`src/rtl/axi4_lite_lsu_bridge_pkg.sv`:
```
// Shared types and constants for the RV32 load/store bridge.
// Includes a misalignment helper, used only when AXI_LSU_MISALIGN_TRAP_EN is defined.
package axi_lsu_pkg;

   typedef enum logic [2:0] {
      IDLE  = 3'd0,
      ISSUE = 3'd1,
      ARM   = 3'd2,
      WAIT  = 3'd3,
      RESP  = 3'd4
   } lsu_state_t;

   localparam logic [2:0] F3_B  = 3'b000;
   localparam logic [2:0] F3_H  = 3'b001;
   localparam logic [2:0] F3_W  = 3'b010;
   localparam logic [2:0] F3_BU = 3'b100;
   localparam logic [2:0] F3_HU = 3'b101;

   // Unsupported funct3 codes behave as word accesses, so they need full word alignment.
   function automatic logic is_misaligned(input logic [2:0] funct3, input logic [1:0] addr_lo);
      logic mis;
      case (funct3)
         F3_B, F3_BU: mis = 1'b0;
         F3_H, F3_HU: mis = addr_lo[0];
         default:     mis = (addr_lo != 2'b00);
      endcase
      return mis;
   endfunction

endpackage

```
`src/rtl/axi4_lite_lsu_bridge_if.sv`:
```
// Start/busy bus between the LSU bridge (master) and the peripheral top (slave).
interface axi4_lite_lsu_bridge_if #(
   parameter int ADDR_WIDTH = 32,
   parameter int DATA_WIDTH = 32
);
   // Handshake: the master raises *_start for exactly one cycle with addr/data/strobe
   // already stable; the slave raises *_busy starting the following cycle and holds it
   // until the access is done; read_data is valid once read_busy has fallen.
   logic                      write_start;
   logic [ADDR_WIDTH-1:0]     write_addr;
   logic [DATA_WIDTH-1:0]     write_data;
   logic [DATA_WIDTH/8-1:0]   write_strobe;
   logic                      write_busy;
   logic                      read_start;
   logic [ADDR_WIDTH-1:0]     read_addr;
   logic [DATA_WIDTH-1:0]     read_data;
   logic                      read_busy;

   modport master (
      output write_start, write_addr, write_data, write_strobe,
      output read_start, read_addr,
      input  write_busy, read_busy, read_data
   );

   modport slave (
      input  write_start, write_addr, write_data, write_strobe,
      input  read_start, read_addr,
      output write_busy, read_busy, read_data
   );
endinterface

```
`src/rtl/axi4_lite_lsu_bridge_data_align.sv`:
```
// Combinational byte-lane logic: store strobes/replication and load lane select/extension.
module lsu_data_align
   import axi_lsu_pkg::*;
(
   input  logic [2:0]  funct3,
   input  logic [1:0]  addr_lo,
   input  logic [31:0] store_data,
   input  logic [31:0] load_word,
   output logic [3:0]  strobe,
   output logic [31:0] store_wdata,
   output logic [31:0] load_ext
);

   logic [7:0]  lane_b;
   logic [15:0] lane_h;

   always_comb begin
      lane_b = load_word[7:0];
      case (addr_lo)
         2'd1:    lane_b = load_word[15:8];
         2'd2:    lane_b = load_word[23:16];
         2'd3:    lane_b = load_word[31:24];
         default: lane_b = load_word[7:0];
      endcase
      // a[0] is ignored for halves, so an odd half address reads the half chosen by a[1].
      lane_h = addr_lo[1] ? load_word[31:16] : load_word[15:0];
   end

   always_comb begin
      strobe      = 4'b1111;
      store_wdata = store_data;
      load_ext    = load_word;
      case (funct3)
         F3_B, F3_BU: begin
            strobe      = 4'b0001 << addr_lo;
            store_wdata = {4{store_data[7:0]}};
         end
         F3_H, F3_HU: begin
            strobe      = 4'b0011 << {addr_lo[1], 1'b0};
            store_wdata = {2{store_data[15:0]}};
         end
         default: ;
      endcase
      case (funct3)
         F3_B:    load_ext = {{24{lane_b[7]}}, lane_b};
         F3_BU:   load_ext = {24'd0, lane_b};
         F3_H:    load_ext = {{16{lane_h[15]}}, lane_h};
         F3_HU:   load_ext = {16'd0, lane_h};
         default: load_ext = load_word;
      endcase
   end

endmodule

```
`src/rtl/axi4_lite_lsu_bridge.sv`:
```
// Bridges RV32 memory-stage loads/stores onto the single-beat start/busy peripheral bus.
// Optional feature macro: AXI_LSU_MISALIGN_TRAP_EN (trap misaligned H/W accesses).
module axi4_lite_lsu_bridge
   import axi_lsu_pkg::*;
#(
   parameter int ADDR_WIDTH = 32,
   parameter int DATA_WIDTH = 32
) (
   input  logic                  clk,
   input  logic                  rst,
   input  logic                  mem_read,
   input  logic                  mem_write,
   input  logic [2:0]            funct3,
   input  logic [ADDR_WIDTH-1:0] mem_addr,
   input  logic [DATA_WIDTH-1:0] store_data,
   output logic                  stall,
   output logic [DATA_WIDTH-1:0] load_data,
   output logic                  load_valid,
   output logic                  misaligned,
   output lsu_state_t            state_dbg,
   axi4_lite_lsu_bridge_if.master bus
);

   lsu_state_t            state, state_nxt;
   logic                  req_write;
   logic [2:0]            req_f3;
   logic [ADDR_WIDTH-1:0] req_addr;
   logic [DATA_WIDTH-1:0] req_data;
   logic                  req_mis;
   logic [DATA_WIDTH-1:0] load_q;

   logic                  req_any;
   logic                  mis_now;
   logic                  busy_sel;
   logic [ADDR_WIDTH-1:0] word_addr;
   logic [3:0]            align_strobe;
   logic [31:0]           align_wdata;
   logic [31:0]           align_load;

   assign req_any   = mem_read | mem_write;
   assign busy_sel  = req_write ? bus.write_busy : bus.read_busy;
   assign word_addr = {req_addr[ADDR_WIDTH-1:2], 2'b00};
   assign state_dbg = state;

`ifdef AXI_LSU_MISALIGN_TRAP_EN
   assign mis_now = is_misaligned(funct3, mem_addr[1:0]);
`else
   assign mis_now = 1'b0;
`endif

   lsu_data_align u_align (
      .funct3      (req_f3),
      .addr_lo     (req_addr[1:0]),
      .store_data  (req_data),
      .load_word   (bus.read_data),
      .strobe      (align_strobe),
      .store_wdata (align_wdata),
      .load_ext    (align_load)
   );

   // Request fields are frozen from acceptance until the next acceptance, so the bus
   // address/data/strobe stay stable through ISSUE..RESP.
   assign bus.write_addr   = req_write ? word_addr    : '0;
   assign bus.write_data   = req_write ? align_wdata  : '0;
   assign bus.write_strobe = req_write ? align_strobe : 4'b0000;
   assign bus.read_addr    = req_write ? '0 : word_addr;
   assign load_data        = load_valid ? load_q : '0;

   always_ff @(posedge clk or posedge rst) begin
      if (rst) begin
         state <= IDLE;
      end else begin
         state <= state_nxt;
      end
   end

   always_comb begin
      state_nxt       = state;
      stall           = 1'b0;
      bus.write_start = 1'b0;
      bus.read_start  = 1'b0;
      load_valid      = 1'b0;
      misaligned      = 1'b0;
      case (state)
         IDLE: begin
            if (req_any) begin
               stall     = ~rst;
               state_nxt = mis_now ? RESP : ISSUE;
            end
         end
         ISSUE: begin
            stall           = ~rst;
            bus.write_start = req_write;
            bus.read_start  = ~req_write;
            state_nxt       = ARM;
         end
         ARM: begin
            stall     = ~rst;
            state_nxt = WAIT;
         end
         WAIT: begin
            stall = ~rst;
            if (!busy_sel) state_nxt = RESP;
         end
         RESP: begin
            load_valid = ~req_write & ~req_mis;
            misaligned = req_mis;
            state_nxt  = IDLE;
         end
         default: state_nxt = IDLE;
      endcase
   end

   always_ff @(posedge clk or posedge rst) begin
      if (rst) begin
         req_write <= 1'b0;
         req_f3    <= 3'b000;
         req_addr  <= '0;
         req_data  <= '0;
         req_mis   <= 1'b0;
         load_q    <= '0;
      end else begin
         // A store wins over a simultaneous load; the load is simply not taken.
         if (state == IDLE && req_any) begin
            req_write <= mem_write;
            req_f3    <= funct3;
            req_addr  <= mem_addr;
            req_data  <= store_data;
            req_mis   <= mis_now;
         end
         if (state == WAIT && !req_write && !bus.read_busy) begin
            load_q <= align_load;
         end
      end
   end

endmodule
```
`src/flat_wrapper.sv`:
```
// flat-port wrapper written by rule: the top's interface ports become plain ports
module axi4_lite_lsu_bridge_flat import axi_lsu_pkg::*;
#(
   parameter int ADDR_WIDTH = 32,
   parameter int DATA_WIDTH = 32
)
  (clk, rst, mem_read, mem_write, funct3, mem_addr, store_data, stall, load_data, load_valid, misaligned, state_dbg, bus_write_start, bus_write_addr, bus_write_data, bus_write_strobe, bus_read_start, bus_read_addr, bus_write_busy, bus_read_busy, bus_read_data);
  axi4_lite_lsu_bridge_if #(.ADDR_WIDTH(ADDR_WIDTH), .DATA_WIDTH(DATA_WIDTH)) bus_i ();
  input  logic clk;
  input  logic rst;
  input  logic mem_read;
  input  logic mem_write;
  input  logic [2:0] funct3;
  input  logic [ADDR_WIDTH-1:0] mem_addr;
  input  logic [DATA_WIDTH-1:0] store_data;
  output logic stall;
  output logic [DATA_WIDTH-1:0] load_data;
  output logic load_valid;
  output logic misaligned;
  output lsu_state_t state_dbg;
  output wire logic [$bits(bus_i.write_start)-1:0] bus_write_start;
  output wire logic [$bits(bus_i.write_addr)-1:0] bus_write_addr;
  output wire logic [$bits(bus_i.write_data)-1:0] bus_write_data;
  output wire logic [$bits(bus_i.write_strobe)-1:0] bus_write_strobe;
  output wire logic [$bits(bus_i.read_start)-1:0] bus_read_start;
  output wire logic [$bits(bus_i.read_addr)-1:0] bus_read_addr;
  input wire logic [$bits(bus_i.write_busy)-1:0] bus_write_busy;
  input wire logic [$bits(bus_i.read_busy)-1:0] bus_read_busy;
  input wire logic [$bits(bus_i.read_data)-1:0] bus_read_data;
  assign bus_write_start = bus_i.write_start;
  assign bus_write_addr = bus_i.write_addr;
  assign bus_write_data = bus_i.write_data;
  assign bus_write_strobe = bus_i.write_strobe;
  assign bus_read_start = bus_i.read_start;
  assign bus_read_addr = bus_i.read_addr;
  assign bus_i.write_busy = bus_write_busy;
  assign bus_i.read_busy = bus_read_busy;
  assign bus_i.read_data = bus_read_data;
  axi4_lite_lsu_bridge #(.ADDR_WIDTH(ADDR_WIDTH), .DATA_WIDTH(DATA_WIDTH)) u_core (.clk(clk), .rst(rst), .mem_read(mem_read), .mem_write(mem_write), .funct3(funct3), .mem_addr(mem_addr), .store_data(store_data), .stall(stall), .load_data(load_data), .load_valid(load_valid), .misaligned(misaligned), .state_dbg(state_dbg), .bus(bus_i));
endmodule
```
`config.mk`:
```
export PLATFORM = sky130hd
export DESIGN_NAME = axi4_lite_lsu_bridge_flat
export DESIGN_NICKNAME = d
export VERILOG_FILES = /design/src/rtl/axi4_lite_lsu_bridge_pkg.sv /design/src/rtl/axi4_lite_lsu_bridge_if.sv /design/src/rtl/axi4_lite_lsu_bridge_data_align.sv /design/src/rtl/axi4_lite_lsu_bridge.sv /design/src/flat_wrapper.sv
export SDC_FILE = /design/constraint.sdc
export NUM_CORES = 1
export LEC_CHECK = 0
export BUFFER_PORTS_ARGS = -buffer_cell sky130_fd_sc_hd__buf_2
export CAP_MARGIN = 20
export CORE_MARGIN = 3
export CORE_UTILIZATION = 35
export CTS_CLUSTER_DIAMETER = 200
export DETAILED_ROUTE_END_ITERATION = 10
export PLACE_DENSITY = 0.66
export SYNTH_ARGS = -nofsm -noshare
export SYNTH_HDL_FRONTEND = slang
export SYNTH_SLANG_ARGS = --single-unit
export TNS_END_PERCENT = 1
```
`constraint.sdc`:
```
create_clock -name clk -period 4.6 [get_ports clk]
set_input_delay 0.92 -clock clk [delete_from_list [all_inputs] [get_ports clk]]
set_output_delay 0.92 -clock clk [all_outputs]
set_load 0.01 [all_outputs]
```
==> out/metrics.cfg <==
[global_route]
antenna_found_initial = 2
gr-total-overflow = 0
grt_usage_pct = 18.4
grt_pass1_vias = 4812
grt_pass1_wl_mm = 26.0
grt_max_degree = 69

[clocking]
hold_buffers = 0
clockBufferDepth = 2
cts_resized = 0
cts_buffers = 9
clock_sinks = 103
cts_root_buf = clkbuf_16
cts_tree = done
h-tree-depth = 3
clk_pin_slew_ps = 80
post-cts-setup-buffers = 0
worstSkewPairLatency_ps = 350

[placement]
portBuffers = 239
gp_congestion = 0.821
hpwl_mm = 12.3

[power]
sw_frac_of_total_pct = 40.5
p_seq_share_pct = 35.0
p_int_uw = 3100
p_leak_uw = 0.00372
ir_drop_mv = 0.337
p_comb_share_pct = 49.3
clkPwrFrac_pct = 15.8
switchingPower_uw = 2110
pwr_density_cell_mw_per_mm2 = 707

[critical_path]
cpMaxStageDelayCell = nor2_1
worstPathRequired_ps = 3680
setup.worst_path.start = u_core.req_f3[0]$_DFFE_PP0P_
crit_arrival_ps = 2320
crit_path_cell_trace = buf_4 -> nor2_1 -> nand2_1 -> a21boi_0 -> buf_2
cp-start-kind = flop
path_class = reg -> out
max_stage_delay_ps = 660
worstSetupEndpointType = primary output
path_max_fanout = 15
rr_startpoint = u_core.state_dbg[1]$_DFFE_PP0P_

[floorplanning]
io_pins = 245
core.rowCount = 46
initial_core_util_pct = 35.9
die_area_mm2 = 0.0179
core_area_mm2 = 0.0159
die_h_um = 134
die_w_um = 134

[route]
highest_layer = met5
drc = 0
drt_wl_total_mm = 16.7
wl_met3_mm = 1.53
first_pass_iters = 4
first_iter_violations = 247
met1Wirelength_mm = 7.15
vias = 4798
avgViaCountPerCell = 4.80
met2_length_mm = 7.61
ant_nets = 0
wl_per_cell_um = 16.7

[finish]
num_antenna_cells = 0
areaGrowthSynthToFinish_pct = 28.7
drive_gt1_share_pct = 44.7
fin_util_pct = 46.2
fillers = 1571
fin_nets = 883

[yosys]
synth_cells = 562
ys.flop_type = dfrtp_1
synthMuxAreaShare_pct = 18.1
ys_ff_latch = 103
synth-warning-count = 0
synth_edf_count = 0
async_flop_share_pct = 100
synth_top_family_by_area = simple AND/OR/NAND/NOR gates
synth_compound_area_share_pct = 10.2
synth-xor-area-share_pct = 0
syn-cell-area_mm2 = 0.00572
yosysSeqAreaShare_pct = 45.0
ys_top_cells_by_area = dfrtp_1 (45%), mux2_2 (13%), and2_1 (8.6%), nor2b_1 (4.5%), mux2i_1 (4.4%)
yosysTopAreaCell = dfrtp_1
synthSimpleGateAreaFrac_pct = 21.7
synth.distinct_cells = 42
synth_top_area_share_pct = 45.0
avgSynthCellArea_um2 = 10.2
synth_fa_ha_area_share_pct = 0

[sta]
worst_pin_slew_ps = 890
relSlewSlack_pct = 40.6
fin_setup_tns_ps = 0
clock_skew_ps = 12.2
rsz0062_at_grt = no
fin_crit_ps = 3240
finalHoldViolations = 0
fin_crit_sh_pct = 70.3
finalMaxSlewViolations = 0
final-setup-viol-count = 0
fmax_ghz = 0.309

[worst_hold_path]
hold_start = u_core.load_q[4]$_DFFE_PP0P_
hold_class = reg -> reg

[flow_run]
cap_violations = 0

[outcome]
outcome = complete, no violations

final cells by class:
class                   count  area (um2)  area share (%)
well taps                 216         270            3.67
multi-input cells         407        2910            39.5
clock inverters             5        81.3            1.10
inverters                  10        40.0           0.543
flip-flops and latches    103        2580            35.0
clock buffers              11         233            3.16
repair buffers            247        1260            17.1
worst max-delay path: cells and delay by family (launching register included):
kind	cells	cell delay, ps
flops	1	550
compound gates	1	190
simple gates	2	780
buf+inv	2	440
synth_stat cells, types with 3 or more instances:
master and number:
nor2_1 32, nand2_1 56, nor3_1 3, nand2b_1 8, o21ai_2 3, buf_1 3, buf_4 9, inv_1 10
dfrtp_1 103, mux2_1 4, a221oi_1 5, a21boi_0 8, a21oi_1 22, nor2b_1 41, mux2_2 64, clkbuf_1 17
mux2i_1 25, buf_2 15, o21ai_1 4, a21o_1 9, o21ai_0 11, a221oi_2 9, and2_1 79
logic make-up (layout without fill, tap and decap cells):
| logic type | after synthesis | in the layout |
|---|---|---|
| and+or+nand+nor | 230 | 230 |
| DFF | 103 | 103 |
| muxes | 94 | 94 |
| AOI/OAI and AO/OA | 78 | 78 |
| buffers and inverters | 56 | 273 |
| other | 1 | 5 |
registers in the layout, summed over array words and instances (netlist names):
signal / count
u_core.req_write: 1
u_core.req_f3: 3
u_core.req_addr: 32
u_core.load_q: 32
u_core.state_dbg: 3
u_core.req_data: 32
layout by cell type (no fill, tap or decap), types with 11 or more instances in the layout:
cell type  instances
and2_1            79
nand2_1           56
nor2b_1           40
nor2_1            32
buf_2            239
dfrtp_1          101
mux2_2            64
a21oi_1           22
mux2i_1           25
o21ai_0           11
metal layers:
layer	track usage, %	up-vias
met5	0	-
met4	6.40	4
met3	6.11	23
met2	29.3	203
met1	23.7	2258
li1	-	2310
power groups by stage:
stage	registers (uW)	logic, uW	clock network, uW
finish	1820	2570	821
detailed placement	1840	2600	0
global route	1910	2840	883
global placement	1840	2570	0
floorplan	1590	1930	0
CTS	1830	2610	846
path summary, 6_finish.rpt:
kind	slack, ps	cells after the start	endpoint
setup / recovery	1360	5	bus_write_data[13]
setup reg to reg	2410	4	u_core.req_data[7]$_DFFE_PP0P_
hold reg to reg	470	2	u_core.load_q[4]$_DFFE_PP0P_
hold / removal	470	2	u_core.load_q[4]$_DFFE_PP0P_
min in group asynchronous	710	3	u_core.req_addr[4]$_DFFE_PP0P_
max in group asynchronous	3150	3	u_core.req_f3[1]$_DFFE_PP0P_
stage by stage:
step / setup slack [ps] / cell area [um2] / instances / power, uW / hold WS (ps)
5_1_grt: 1220 / 7370 / 999 / 5620 / 488
3_3_place_gp: 1860 / 7050 / 983 / 4400 / 451
3_5_place_dp: 1750 / 7050 / 983 / 4440 / 458
4_1_cts: 1350 / 7370 / 999 / 5280 / 473
6_report: 1360 / 7370 / 999 / 5210 / 469
2_1_floorplan: 976 / 5740 / 566 / 3520 / 441
Power figures use the tool's default switching activity.
